<file path="config.mk">
export PLATFORM = sky130hd
export DESIGN_NAME = alu_instr_sequencer_flat
export DESIGN_NICKNAME = d
export VERILOG_FILES = /design/src/rtl/alu_instr_sequencer_if.sv /design/src/rtl/alu_instr_sequencer.sv /design/src/flat_wrapper.sv
export SDC_FILE = /design/constraint.sdc
export NUM_CORES = 1
export LEC_CHECK = 0
export ABC_AREA = 1
export CORE_UTILIZATION = 33
export DETAILED_ROUTE_END_ITERATION = 12
export HOLD_SLACK_MARGIN = 0.02
export PLACE_DENSITY = 0.76
export SLEW_MARGIN = 20
export SYNTH_ARGS = -nofsm -noshare
export SYNTH_HDL_FRONTEND = slang
export SYNTH_SLANG_ARGS = --single-unit
</file>
<file path="constraint.sdc">
create_clock -name Clock -period 1.3 [get_ports Clock]
set_clock_uncertainty 0.05 [all_clocks]
set_input_delay 0.13 -clock Clock [delete_from_list [all_inputs] [get_ports Clock]]
set_output_delay 0.13 -clock Clock [all_outputs]
set_load 0.01 [all_outputs]
</file>
<file path="src/rtl/alu_instr_sequencer_if.sv">
// ---------------------------------------------------------------------------
// alu_instr_sequencer_if
//   Bundles the control-unit side of the phase-1 datapath: the sequencing
//   inputs (Run, Mem_ready, IR) and every control line the sequencer drives.
//
//   Modports:
//     master - the sequencer: receives Run/Mem_ready/IR, drives the strobes.
//     slave  - the datapath (or a bench): drives Run/Mem_ready/IR, receives
//              the strobes.
//
//   Parameters must match the sequencer instance bound to this interface:
//     NUM_REGS - width of the one-hot Rin/Rout buses.
//     COUNT_W  - width of the retired-instruction counter.
// ---------------------------------------------------------------------------
interface alu_instr_sequencer_if #(
    parameter int NUM_REGS = 16,
    parameter int COUNT_W  = 16
);
    // Sequencing inputs
    logic                Run;
    logic                Mem_ready;
    logic [31:0]         IR;

    // Bus-drive selects
    logic                PCout;
    logic                ZLowout;
    logic                ZHighout;
    logic                MDRout;

    // Register load enables
    logic                MARin;
    logic                PCin;
    logic                MDRin;
    logic                IRin;
    logic                Yin;
    logic                ZLowIn;
    logic                ZHighIn;
    logic                HIin;
    logic                LOin;

    // Memory / ALU mode
    logic                Read;
    logic                IncPC;
    logic [4:0]          op_code;

    // General-purpose register file selects
    logic [NUM_REGS-1:0] Rin;
    logic [NUM_REGS-1:0] Rout;

    // Status
    logic                Done;
    logic                Fault;
    logic [COUNT_W-1:0]  instr_count;

    modport master (
        input  Run, Mem_ready, IR,
        output PCout, ZLowout, ZHighout, MDRout,
        output MARin, PCin, MDRin, IRin, Yin, ZLowIn, ZHighIn, HIin, LOin,
        output Read, IncPC, op_code, Rin, Rout,
        output Done, Fault, instr_count
    );

    modport slave (
        output Run, Mem_ready, IR,
        input  PCout, ZLowout, ZHighout, MDRout,
        input  MARin, PCin, MDRin, IRin, Yin, ZLowIn, ZHighIn, HIin, LOin,
        input  Read, IncPC, op_code, Rin, Rout,
        input  Done, Fault, instr_count
    );
endinterface

</file>
<file path="src/rtl/alu_instr_sequencer.sv">
// ---------------------------------------------------------------------------
// alu_instr_sequencer
//   Moore control unit for the phase-1 datapath. Sequences the fetch cycle
//   (T0-T2) followed by a three-register ALU instruction (T3-T5), decoding
//   IR into one-hot register selects and the ALU op_code. Fetch stalls in T1
//   until memory reports ready. Retired instructions are counted; an illegal
//   encoding parks the unit in FAULT until Clear.
//
//   Ports:
//     Clock - rising-edge clock.
//     Clear - asynchronous active-low reset.
//     bus   - alu_instr_sequencer_if.master: Run, Mem_ready, IR in; all
//             datapath strobes, op_code, Rin/Rout, Done, Fault, instr_count out.
//
//   IR layout: opcode[31:27], Ra[26:23], Rb[22:19], Rc[18:15].
//
//   Configuration macro ALU_MULDIV_EN:
//     Defined   - opcodes MAX_OPCODE+1 (mul) and MAX_OPCODE+2 (div) are legal;
//                 they capture the 64-bit product/quotient via ZHigh/ZLow into
//                 HI/LO over T5 and an extra state T6.
//     Undefined - no T6; ZHighout, ZHighIn, HIin and LOin stay 0 and those
//                 opcodes fault.
// ---------------------------------------------------------------------------
module alu_instr_sequencer #(
    parameter int NUM_REGS   = 16,
    parameter int MAX_OPCODE = 12,
    parameter int COUNT_W    = 16
) (
    input  logic                   Clock,
    input  logic                   Clear,
    alu_instr_sequencer_if.master  bus
);

`ifdef ALU_MULDIV_EN
    localparam int LAST_LEGAL_OPCODE = MAX_OPCODE + 2;
`else
    localparam int LAST_LEGAL_OPCODE = MAX_OPCODE;
`endif

    localparam logic [NUM_REGS-1:0] REG_ONE = {{(NUM_REGS-1){1'b0}}, 1'b1};

    typedef enum logic [3:0] {
        S_IDLE,
        S_T0,
        S_T1,
        S_T2,
        S_T3,
        S_T4,
        S_T5,
        S_FAULT
`ifdef ALU_MULDIV_EN
        , S_T6
`endif
    } state_t;

    state_t             state;
    logic [COUNT_W-1:0] count_q;

    // Instruction field decode
    logic [4:0] opcode;
    logic [3:0] ra, rb, rc;
    logic       legal;
    logic       unused_ir;

    assign opcode = bus.IR[31:27];
    assign ra     = bus.IR[26:23];
    assign rb     = bus.IR[22:19];
    assign rc     = bus.IR[18:15];
    assign unused_ir = ^bus.IR[14:0];

    assign legal = (int'(opcode) <= LAST_LEGAL_OPCODE) &&
                   (int'(ra) < NUM_REGS) &&
                   (int'(rb) < NUM_REGS) &&
                   (int'(rc) < NUM_REGS);

`ifdef ALU_MULDIV_EN
    logic is_muldiv;
    assign is_muldiv = int'(opcode) > MAX_OPCODE;
`endif

    // ------------------------------------------------------------------
    // State and retire counter
    // ------------------------------------------------------------------
    // NOTE: sequential state uses non-blocking assignments so every register
    // samples pre-edge values regardless of statement order.
    always_ff @(posedge Clock or negedge Clear) begin
        if (!Clear) begin
            state   <= S_IDLE;
            count_q <= '0;
        end else begin
            case (state)
                S_IDLE: if (bus.Run) state <= S_T0;
                S_T0:   state <= S_T1;
                S_T1:   if (bus.Mem_ready) state <= S_T2;
                S_T2:   state <= S_T3;
                S_T3:   state <= legal ? S_T4 : S_FAULT;
                S_T4:   state <= S_T5;
`ifdef ALU_MULDIV_EN
                S_T5: begin
                    if (is_muldiv) begin
                        state <= S_T6;
                    end else begin
                        count_q <= count_q + 1'b1;
                        state   <= bus.Run ? S_T0 : S_IDLE;
                    end
                end
                S_T6: begin
                    count_q <= count_q + 1'b1;
                    state   <= bus.Run ? S_T0 : S_IDLE;
                end
`else
                S_T5: begin
                    count_q <= count_q + 1'b1;
                    state   <= bus.Run ? S_T0 : S_IDLE;
                end
`endif
                S_FAULT: state <= S_FAULT;   // sticky until Clear
                default: state <= S_IDLE;
            endcase
        end
    end

    assign bus.instr_count = count_q;

    // ------------------------------------------------------------------
    // Output decode: state + IR only, with Mem_ready qualifying T1 strobes.
    // Because state resets asynchronously, every strobe drops the moment
    // Clear goes low.
    // ------------------------------------------------------------------
    // NOTE: every output gets a default before the case so no path leaves a
    // signal unassigned, which would otherwise infer a latch.
    always_comb begin
        bus.PCout    = 1'b0;
        bus.ZLowout  = 1'b0;
        bus.ZHighout = 1'b0;
        bus.MDRout   = 1'b0;
        bus.MARin    = 1'b0;
        bus.PCin     = 1'b0;
        bus.MDRin    = 1'b0;
        bus.IRin     = 1'b0;
        bus.Yin      = 1'b0;
        bus.ZLowIn   = 1'b0;
        bus.ZHighIn  = 1'b0;
        bus.HIin     = 1'b0;
        bus.LOin     = 1'b0;
        bus.Read     = 1'b0;
        bus.IncPC    = 1'b0;
        bus.op_code  = 5'd0;
        bus.Rin      = '0;
        bus.Rout     = '0;
        bus.Done     = 1'b0;
        bus.Fault    = 1'b0;

        case (state)
            S_T0: begin
                bus.PCout  = 1'b1;
                bus.MARin  = 1'b1;
                bus.IncPC  = 1'b1;
                bus.ZLowIn = 1'b1;
            end
            S_T1: begin
                bus.Read = 1'b1;
                // PC, MDR and the bus transfer happen only on the ready cycle,
                // so a stalled fetch updates PC exactly once.
                if (bus.Mem_ready) begin
                    bus.ZLowout = 1'b1;
                    bus.PCin    = 1'b1;
                    bus.MDRin   = 1'b1;
                end
            end
            S_T2: begin
                bus.MDRout = 1'b1;
                bus.IRin   = 1'b1;
            end
            S_T3: begin
                if (legal) begin
                    bus.Rout = REG_ONE << rb;
                    bus.Yin  = 1'b1;
                end
            end
            S_T4: begin
                bus.Rout    = REG_ONE << rc;
                bus.op_code = opcode;
                bus.ZLowIn  = 1'b1;
`ifdef ALU_MULDIV_EN
                bus.ZHighIn = is_muldiv;
`endif
            end
            S_T5: begin
                bus.ZLowout = 1'b1;
`ifdef ALU_MULDIV_EN
                if (is_muldiv) begin
                    bus.LOin    = 1'b1;
                    bus.op_code = opcode;
                end else begin
                    bus.Rin  = REG_ONE << ra;
                    bus.Done = 1'b1;
                end
`else
                bus.Rin  = REG_ONE << ra;
                bus.Done = 1'b1;
`endif
            end
`ifdef ALU_MULDIV_EN
            S_T6: begin
                bus.ZHighout = 1'b1;
                bus.HIin     = 1'b1;
                bus.op_code  = opcode;
                bus.Done     = 1'b1;
            end
`endif
            S_FAULT: bus.Fault = 1'b1;
            default: ;
        endcase
    end

endmodule

</file>
<file path="src/flat_wrapper.sv">
// flat-port wrapper written by rule: the top's interface ports become plain ports
module alu_instr_sequencer_flat 
#(
    parameter int NUM_REGS   = 16,
    parameter int MAX_OPCODE = 12,
    parameter int COUNT_W    = 16
)
  (Clock, Clear, bus_Run, bus_Mem_ready, bus_IR, bus_PCout, bus_ZLowout, bus_ZHighout, bus_MDRout, bus_MARin, bus_PCin, bus_MDRin, bus_IRin, bus_Yin, bus_ZLowIn, bus_ZHighIn, bus_HIin, bus_LOin, bus_Read, bus_IncPC, bus_op_code, bus_Rin, bus_Rout, bus_Done, bus_Fault, bus_instr_count);
  alu_instr_sequencer_if #(.NUM_REGS(NUM_REGS), .COUNT_W(COUNT_W)) bus_i ();
  input  logic Clock;
  input  logic Clear;
  input wire logic [$bits(bus_i.Run)-1:0] bus_Run;
  input wire logic [$bits(bus_i.Mem_ready)-1:0] bus_Mem_ready;
  input wire logic [$bits(bus_i.IR)-1:0] bus_IR;
  output wire logic [$bits(bus_i.PCout)-1:0] bus_PCout;
  output wire logic [$bits(bus_i.ZLowout)-1:0] bus_ZLowout;
  output wire logic [$bits(bus_i.ZHighout)-1:0] bus_ZHighout;
  output wire logic [$bits(bus_i.MDRout)-1:0] bus_MDRout;
  output wire logic [$bits(bus_i.MARin)-1:0] bus_MARin;
  output wire logic [$bits(bus_i.PCin)-1:0] bus_PCin;
  output wire logic [$bits(bus_i.MDRin)-1:0] bus_MDRin;
  output wire logic [$bits(bus_i.IRin)-1:0] bus_IRin;
  output wire logic [$bits(bus_i.Yin)-1:0] bus_Yin;
  output wire logic [$bits(bus_i.ZLowIn)-1:0] bus_ZLowIn;
  output wire logic [$bits(bus_i.ZHighIn)-1:0] bus_ZHighIn;
  output wire logic [$bits(bus_i.HIin)-1:0] bus_HIin;
  output wire logic [$bits(bus_i.LOin)-1:0] bus_LOin;
  output wire logic [$bits(bus_i.Read)-1:0] bus_Read;
  output wire logic [$bits(bus_i.IncPC)-1:0] bus_IncPC;
  output wire logic [$bits(bus_i.op_code)-1:0] bus_op_code;
  output wire logic [$bits(bus_i.Rin)-1:0] bus_Rin;
  output wire logic [$bits(bus_i.Rout)-1:0] bus_Rout;
  output wire logic [$bits(bus_i.Done)-1:0] bus_Done;
  output wire logic [$bits(bus_i.Fault)-1:0] bus_Fault;
  output wire logic [$bits(bus_i.instr_count)-1:0] bus_instr_count;
  assign bus_i.Run = bus_Run;
  assign bus_i.Mem_ready = bus_Mem_ready;
  assign bus_i.IR = bus_IR;
  assign bus_PCout = bus_i.PCout;
  assign bus_ZLowout = bus_i.ZLowout;
  assign bus_ZHighout = bus_i.ZHighout;
  assign bus_MDRout = bus_i.MDRout;
  assign bus_MARin = bus_i.MARin;
  assign bus_PCin = bus_i.PCin;
  assign bus_MDRin = bus_i.MDRin;
  assign bus_IRin = bus_i.IRin;
  assign bus_Yin = bus_i.Yin;
  assign bus_ZLowIn = bus_i.ZLowIn;
  assign bus_ZHighIn = bus_i.ZHighIn;
  assign bus_HIin = bus_i.HIin;
  assign bus_LOin = bus_i.LOin;
  assign bus_Read = bus_i.Read;
  assign bus_IncPC = bus_i.IncPC;
  assign bus_op_code = bus_i.op_code;
  assign bus_Rin = bus_i.Rin;
  assign bus_Rout = bus_i.Rout;
  assign bus_Done = bus_i.Done;
  assign bus_Fault = bus_i.Fault;
  assign bus_instr_count = bus_i.instr_count;
  alu_instr_sequencer #(.NUM_REGS(NUM_REGS), .MAX_OPCODE(MAX_OPCODE), .COUNT_W(COUNT_W)) u_core (.Clock(Clock), .Clear(Clear), .bus(bus_i));
endmodule
</file>
==> results.yml, run 1 <==
run_status:
  status: "complete, but fails checks"
  violations: "negative setup slack"
power_and_ir_drop:
  p_comb_share_pct: 69.1
  power_density_nw_per_um2: 1320
  seqPwrFrac_pct: 20.8
  vdd_drop_max_mv: 0.807
  p_sw_share_pct: 40.7
  power_switching_w: 0.00168
  pwr-share-clk_pct: 10.1
  design_power_total_w: 0.00414
  leakagePower_nw: 1.60
  p_int_w: 0.00246
place:
  dp_hpwl_um: 3630
  port_buffers: 86
  dp_cells: 412
  place_area_um2: 2730
  gp_congestion: 0.806
layout:
  final_util_pct: 66.2
  layout.nets: 423
  instances_no_fill: 452
  ff_latch_area_um2: 482
  drive_above_1_share_pct: 46.0
  n_fill_cell: 396
  multiInputGateArea_um2: 1150
  fin_area_um2: 3130
  n_antenna_cell: 0
  syn_to_final_growth_pct: 91.9
synth:
  synth_top_family_by_area: "simple AND/OR/NAND/NOR gates"
  yosysUniqueCellTypes: 29
  synthXorXnorAreaFrac_pct: 4.30
  ys_ff_latch: 19
  yosys_warnings: 0
  ys_top_cells_by_area: "dfrtp_1 29%, nand2_1 12%, nor2_1 8.3%, nand3_1 8.0%, inv_1 7.1%"
  syn-instance-count: 247
  seq_area_frac_synth_pct: 29.2
  synthAdderAreaFrac_pct: 0.768
  muxShareOfSynthArea_pct: 0
  synth.largest_area_cell: "dfrtp_1"
  synth-simple-area-share_pct: 44.1
  syn-cell-area_um2: 1630
  synth_top_area_share_pct: 29.2
  avgSynthCellArea_um2: 6.60
  synth_compound_area_share_pct: 7.14
floorplanning:
  fp-row-count: 25
  initial_core_util_pct: 34.5
  dieWidth_um: 72.3
  ioPinCount: 106
  die_area_um2: 5220
  die_h_um: 72.3
  core_area_um2: 4720
worst_setup_path:
  endpoint_kind: "output port"
  cp_common_cell: "buf_6"
  cpMaxStageDelayCell: "dfrtp_2"
  path_max_fanout: 8
  start_kind: "flip-flop"
  crit_chain: "buf_12, inv_8, nor2_4, buf_6, nand3_4, inv_6, buf_6, nand2_2, o21ai_1, buf_2"
  critPathKind: "flip-flop to output port"
  crit_required_ps: 1120
  max_stage_delay_ps: 460
  rr_worst_depth: 10
  arrival_ps: 1630
routing:
  drt_iter0_drc: 121
  dr.pass1.iters: 4
  ant_nets: 0
  via_per_inst: 4.65
  vias: 2103
  drc: 0
  routedWlPerCell_um: 11.4
  wl_um: 5170
cts:
  clkTransAtPathRegs_ps: 70
  tritoncts: "built"
  cts_root_buffer: "clkbuf_8"
  cts_sinks: 19
  cts_buffer_depth: 2
  h-tree-depth: 1
  hold_buffers: 0
  numCtsBuffers: 3
  clkLatencyLatePin_ps: 260
timing:
  final_max_slew_viol_count: 0
  fin_crit_sh_pct: 139
  grt_setup_unrepaired: "true"
  clock.fmax_mhz: 553
  finalSetupViolCount: 67
  setup_slack_ps: -508
  hold_viol: 0
  min_period_ps: 1810
min_path:
  hp-class: "primary input to asynchronous set/reset pin"
global_route:
  antenna_found_initial: 0
  grt_start_max_net_pins: 20
  track_usage_pct: 18.5
  grt-ovfl-total: 0
  grt_pass1_wl_um: 7980
  first_global_vias: 1909
job:
  maxCapViolCount: 0
## kinds of logic (layout without fill, tap and decap cells)
kind of cell | count (synthesis) | after routing
compound gates | 23 | 23
xor+xnor | 8 | 8
fa+ha+maj | 1 | 1
buf+inv | 49 | 184
flops | 19 | 19
other cells | 1 | 4
simple gates | 146 | 146
## power by group through the flow
stage | logic (W) | clock network [W] | registers (W)
4_1_cts | 0.00244 | 0.000419 | 0.000843
6_report | 0.00286 | 0.000417 | 0.000861
2_1_floorplan | 0.00108 | 0 | 0.000831
3_3_place_gp | 0.00187 | 0 | 0.000897
5_1_grt | 0.00307 | 0.000441 | 0.000879
3_5_place_dp | 0.00191 | 0 | 0.000907
## metrics by stage
stage                     setup slack (ps)  hold slack [ps]  TNS [ps]
after detailed placement              -724              438    -31250
final                                 -508              160    -22330
after CTS                             -572              169    -22200
after global placement                -679              436    -29380
after floorplan                       -186             -216     -3370
after global routing                  -587              184    -27330
## cell usage after synthesis
cell,count
dfrtp_1,19
o22ai_1,1
nand2_1,50
nand3_1,26
nand3b_1,1
nor3_1,12
nor2_2,1
buf_2,1
conb_1,1
inv_4,1
o21ai_0,1
a21oi_1,1
nor4_1,1
nor3_4,1
o21ai_1,20
xor2_1,4
nor2_1,36
inv_2,5
nand2_2,4
nand3_4,1
nor2_4,6
buf_4,10
inv_1,31
ha_1,1
xnor2_1,4
nand2_4,3
nand4_1,3
buf_6,1
or2_1,1
## area by class of cell
class / count / area share [%]
timing repair buffer: 143 / 38.9
multi-input combinational: 182 / 36.7
clock inverter: 1 / 0.160
clock buffer: 3 / 1.32
sequential: 19 / 15.4
tap: 67 / 2.68
inverter: 37 / 4.84
## layer usage
| metal | track usage [%] | routed length, um |
|---|---|---|
| met1 | 20.6 | 2080 |
| met2 | 35.9 | 2760 |
| met3 | 2.64 | 267 |
| met4 | 5.66 | 60 |
| met5 | 0 | 0 |
## cell usage in the layout, fill, tap and decap left out, drive strengths merged, types with 4 or more instances in the layout
| master | instances |
|---|---|
| nand2 | 57 |
| inv | 37 |
| buf | 107 |
| clkdlybuf4s50 | 20 |
| nor3 | 13 |
| nor2 | 43 |
| xor2 | 4 |
| o21ai | 21 |
| dfrtp | 19 |
| conb | 4 |
| xnor2 | 4 |
| dlygate4sd2 | 15 |
| nand3 | 27 |
## worst max-delay path, delay by kind of cell (launching register included)
| kind | cells | cell delay [ps] |
|---|---|---|
| buffers and inverters | 6 | 610 |
| DFF | 1 | 460 |
| and+or+nand+nor | 3 | 220 |
| AOI/OAI and AO/OA | 1 | 70 |
## state kept, by name, indices dropped and copies added, names as in the netlist, named ones only
name,flops
u_core.bus.instr_count,16
u_core.state,2
## worst paths after layout
kind | from | endpoint | slack (ps)
setup / recovery | u_core.state[0] | bus_Rout[0] | -510
hold / removal | Clear | u_core.bus.instr_count[8] | 160
setup reg to reg | u_core.state[0] | u_core.bus.instr_count[15] | -250
hold reg to reg | u_core.bus.instr_count[8] | u_core.bus.instr_count[8] | 460
max in group asynchronous | Clear | u_core.state[0] | 820
min in group Clock | bus_Mem_ready | u_core.state[0] | 450
## repair_timing
| item | in CTS | in global routing |
|---|---|---|
| pin swaps | 12 | 11 |
| resized for setup | 266 | 37 |
| gates cloned | 0 | 0 |
| buffers inserted | 26 | 11 |
| endpoints found under the setup margin | 81 | 67 |
(Power assumes the default switching activity.)
==> run 2, diff against run 1 <==
CORE_ASPECT_RATIO = 0.8   (was unset)
==> run 2 against run 1 <==
- the run still ends with negative setup slack left
- worst hold slack worse by 5.2 ps
- core utilization is 1.5 points higher
- flip-flop and latch count stayed put
- combinational power is 1% lower
- global-route usage is 0.20 points lower
- via count is 2.7% lower
- first-iteration DRC count is 59% lower
- clock power is 1% lower
- non-clock buffer count is 4 lower
- largest cell class is now multi-input combinational cells
- largest power group unchanged
==> results.yml, run 2 (synthesis results as in run 1) <==
worst_setup_path:
  max_stage_delay_ps: 440
  arrival_ps: 1580
  endpoint_kind: "output port"
  cp_common_cell: "buf_6"
  crit_chain: "buf_6, buf_4, buf_6, nor2_4, nand2_4, nor2_1, buf_2"
  crit_required_ps: 1120
  start_kind: "flip-flop"
  cpMaxStageDelayCell: "dfrtp_2"
  path_max_fanout: 8
  critPathKind: "flip-flop to output port"
global_route:
  grt_start_max_net_pins: 20
  antenna_found_initial: 0
  grt-ovfl-total: 0
  first_global_vias: 1841
  track_usage_pct: 18.3
  grt_pass1_wl_um: 7680
floorplanning:
  core_area_um2: 4650
  die_h_um: 64.8
  die_area_um2: 5220
  ioPinCount: 106
  dieWidth_um: 80.6
  initial_core_util_pct: 35.0
  fp-row-count: 22
timing:
  fin_crit_sh_pct: 135
  hold_viol: 0
  finalSetupViolCount: 66
  grt_setup_unrepaired: "true"
  final_max_slew_viol_count: 0
  min_period_ps: 1760
  setup_slack_ps: -458
  clock.fmax_mhz: 569
cts:
  numCtsBuffers: 3
  clkTransAtPathRegs_ps: 80
  cts_buffer_depth: 2
  cts_sinks: 19
  clkLatencyLatePin_ps: 260
  cts_root_buffer: "clkbuf_8"
  h-tree-depth: 1
  tritoncts: "built"
power_and_ir_drop:
  vdd_drop_max_mv: 1.02
  leakagePower_nw: 1.61
  design_power_total_w: 0.00404
  power_density_nw_per_um2: 1280
layout:
  drive_above_1_share_pct: 48.0
  multiInputGateArea_um2: 1220
  n_antenna_cell: 0
  final_cell_mix: "45 x nand2_1, 40 x buf_6, 35 x buf_2, 31 x inv_1, 28 x buf_4"
  instances_no_fill: 441
  ff_latch_area_um2: 478
  final_common_cell: "nand2_1"
  layout.nets: 419
  largest_reg_flops: 16
  syn_to_final_growth_pct: 93.3
  n_fill_cell: 402
routing:
  drc: 0
  vias: 2046
  via_per_inst: 4.64
  wl_um: 5210
  ant_nets: 0
  dr.pass1.iters: 4
  drt_iter0_drc: 50
  routedWlPerCell_um: 11.8
min_path:
  hp-class: "primary input to asynchronous set/reset pin"
place:
  dp_hpwl_um: 3550
  gp_congestion: 0.789
  port_buffers: 86
  dp_cells: 408
run_status:
  violations: "negative setup slack"
  status: "complete, but fails checks"
job:
  maxCapViolCount: 0
==> run 2: final timing paths <==
check,slack (ps),depth (start not counted),endpoint,startpoint
setup reg to reg,-430,10,u_core.bus.instr_count[14],u_core.state[0]
hold reg to reg,440,2,u_core.bus.instr_count[15],u_core.bus.instr_count[15]
hold / removal,160,2,u_core.bus.instr_count[4],Clear
setup / recovery,-460,7,bus_Rin[15],u_core.state[0]
max in group asynchronous,810,2,u_core.state[1],Clear
min in group Clock,440,2,u_core.bus.instr_count[15],u_core.bus.instr_count[15]
==> run 2: layer usage <==
layer / vias up / track usage [%] / wire [um]
li1: 1039 / - / -
met1: 938 / 21.6 / 2170
met2: 67 / 32.7 / 2700
met3: 2 / 4.79 / 330
met4: 0 / 4.46 / 14
met5: - / 0 / 0
==> run 2: cell type report <==
| class | instances | area share (%) |
|---|---|---|
| clock buffer | 3 | 1.31 |
| clock inverter | 1 | 0.159 |
| inverter | 37 | 4.89 |
| multi-input combinational | 182 | 38.9 |
| sequential | 19 | 15.2 |
| tap | 60 | 2.38 |
| timing repair buffer | 139 | 37.2 |
==> run 2: metrics by stage <==
stage	TNS, ps	util [%]	instance area [um2]	setup slack (ps)	hold slack (ps)
3_5_place_dp	-29360	59.0	2740	-691	435
5_1_grt	-26770	67.7	3150	-558	179
4_1_cts	-21080	61.4	2860	-477	162
6_report	-22000	67.7	3150	-458	155
3_3_place_gp	-28200	59.0	2740	-661	433
2_1_floorplan	-3370	-	1720	-186	-216
==> run 2: what timing repair did <==
action | 4_1_cts | 5_1_grt
resized for setup | 254 | 67
hold buffers | 0 | 0
pin swaps | 5 | 18
buffers inserted | 19 | 12
setup endpoints to repair | 81 | 68
==> run 2: critical path, delay by kind of cell, from the launching register on <==
family	cells	cell delay, ps
buf+inv	4	520
simple gates	3	350
flops	1	440
==> run 2: where the power goes <==
group | internal [W] | switching [W]
combinational | 0.00144 | 0.00138
sequential | 0.000712 | 0.0000994
clock | 0.000213 | 0.000198
==> run 3, diff against run 2 <==
SKIP_LAST_GASP = 1   (was unset)
==> run 3 against run 2 <==
- the flow still finishes with violations (negative setup slack)
- global-route usage barely moved
- register-to-register slack improved by 140 ps
- flip-flop and latch count did not move
- routed wire length fell by 9.7%
- sequential share of layout area rose by 1.0 points
- core utilization fell by 4.2 points
- critical path type unchanged
- largest cell class unchanged
==> results.yml, run 3 (synthesis results as in run 1) <==
run_status:
  status: "complete, but fails checks"
  violations: "negative setup slack"
routing:
  vias: 1989
  wl_um: 4700
  dr.pass1.iters: 4
  ant_nets: 0
  drc: 0
  routedWlPerCell_um: 10.8
  via_per_inst: 4.57
  drt_iter0_drc: 43
worst_setup_path:
  cpMaxStageDelayCell: "dfrtp_2"
  reg2reg_slack_ps: -290
  start_kind: "flip-flop"
  critPathTopFamily: "simple AND/OR/NAND/NOR gates"
  critPathBufInv: 2
  r2r-start: "u_core.state[0]"
  crit_required_ps: 1120
  path_max_fanout: 8
  endpoint_kind: "output port"
  critPathKind: "flip-flop to output port"
  crit_chain: "nor2_4, nand2_4, nor3_4, buf_6, nand2_8, o21ai_2, buf_2"
  max_stage_delay_ps: 430
  arrival_ps: 1570
  setup.worst_path.start: "u_core.state[1]"
floorplanning:
  die_h_um: 64.8
  initial_core_util_pct: 35.0
  ioPinCount: 106
  die_area_um2: 5220
  fp-row-count: 22
  dieWidth_um: 80.6
  core_area_um2: 4650
global_route:
  grt_pass1_wl_um: 7690
  first_global_vias: 1845
  grt-ovfl-total: 0
  track_usage_pct: 18.3
  grt_start_max_net_pins: 20
  antenna_found_initial: 0
cts:
  numCtsBuffers: 3
  cts_sinks: 19
  cts_buffer_depth: 2
  clkTransAtPathRegs_ps: 80
  clkLatencyLatePin_ps: 260
  h-tree-depth: 1
  cts_root_buffer: "clkbuf_8"
  tritoncts: "built"
power_and_ir_drop:
  power_density_nw_per_um2: 1200
  design_power_total_w: 0.00355
  vdd_drop_max_mv: 0.828
  leakagePower_nw: 1.52
timing:
  setup_slack_ps: -448
  final_max_slew_viol_count: 0
  whs_ps: 155
  min_period_ps: 1750
  hold_viol: 0
  grt_setup_unrepaired: "true"
  finalSetupViolCount: 65
  tns_ps: -20450
  clock.fmax_mhz: 572
  fin_crit_sh_pct: 134
layout:
  n_fill_cell: 430
  ff_latch_area_um2: 478
  layout.nets: 413
  final_util_pct: 63.5
  multiInputGateArea_um2: 1160
  syn_to_final_growth_pct: 81.3
  final_common_cell: "nand2_1"
  drive_above_1_share_pct: 45.1
  final_cell_mix: "47 x nand2_1, 41 x buf_4, 36 x buf_2, 31 x inv_1, 24 x nand3_1"
  largest_reg_flops: 16
  n_antenna_cell: 0
place:
  port_buffers: 86
  pre_cts_ws_ps: -691
  dp_hpwl_um: 3550
  gp_congestion: 0.789
min_path:
  hp-class: "primary input to asynchronous set/reset pin"
job:
  maxCapViolCount: 0
[run 3: final timing paths]
check / end / depth (start not counted)
worst min-delay path: u_core.bus.instr_count[5] / 2
max in group asynchronous: u_core.state[1] / 2
min in group Clock: u_core.bus.instr_count[15] / 2
worst max register to register: u_core.bus.instr_count[14] / 9
worst max-delay path: bus_Rout[14] / 7
worst min register to register: u_core.bus.instr_count[15] / 2
[run 3: metrics by stage]
step | std cells | instance area [um2]
floorplan | 250 | 1720
global placement | 408 | 2740
detailed placement | 408 | 2740
CTS | 430 | 2860
global route | 435 | 2950
finish | 435 | 2950
[run 3: worst reg2reg max path, cell delays in order (launching register included)]
cell and delay, ps:
dfrtp_2 430, buf_4 160, buf_4 150, nor2_4 130, buf_6 120, nand2_2 60, nor2_4 160, nand4_1 100
nand2_1 80, inv_1 40
[run 3: power by group]
group          leakage [nW]  total, W  internal (W)  switching (W)
Combinational          1.24   0.00234       0.00116        0.00118
Sequential            0.251  0.000803      0.000712      0.0000902
Clock                0.0255  0.000406      0.000213       0.000193
Total                  1.52   0.00355       0.00209        0.00146
[run 3: layout make-up]
cell class / instances / area share (%)
Clock inverter: 1 / 0.169
Clock buffer: 3 / 1.40
Sequential cell: 19 / 16.2
Multi-Input combinational cell: 182 / 39.4
Tap cell: 60 / 2.54
Timing Repair Buffer: 133 / 35.5
Inverter: 37 / 4.87
[run 3: what timing repair did]
| action | 4_1_cts | 5_1_grt |
|---|---|---|
| hold buffers | 0 | 0 |
| resized for setup | 253 | 18 |
| pin swaps | 4 | 5 |
| endpoints found under the hold margin | 0 | 0 |
| setup buffers | 19 | 5 |
| endpoints found under the setup margin | 81 | 68 |
[run 3: routing by layer]
metal	track usage, %	share of wire, %	up-vias
li1	-	-	1026
met1	21.7	43	893
met2	32.7	50	68
met3	4.79	7.0	2
met4	4.46	0.30	0
met5	0	0	-
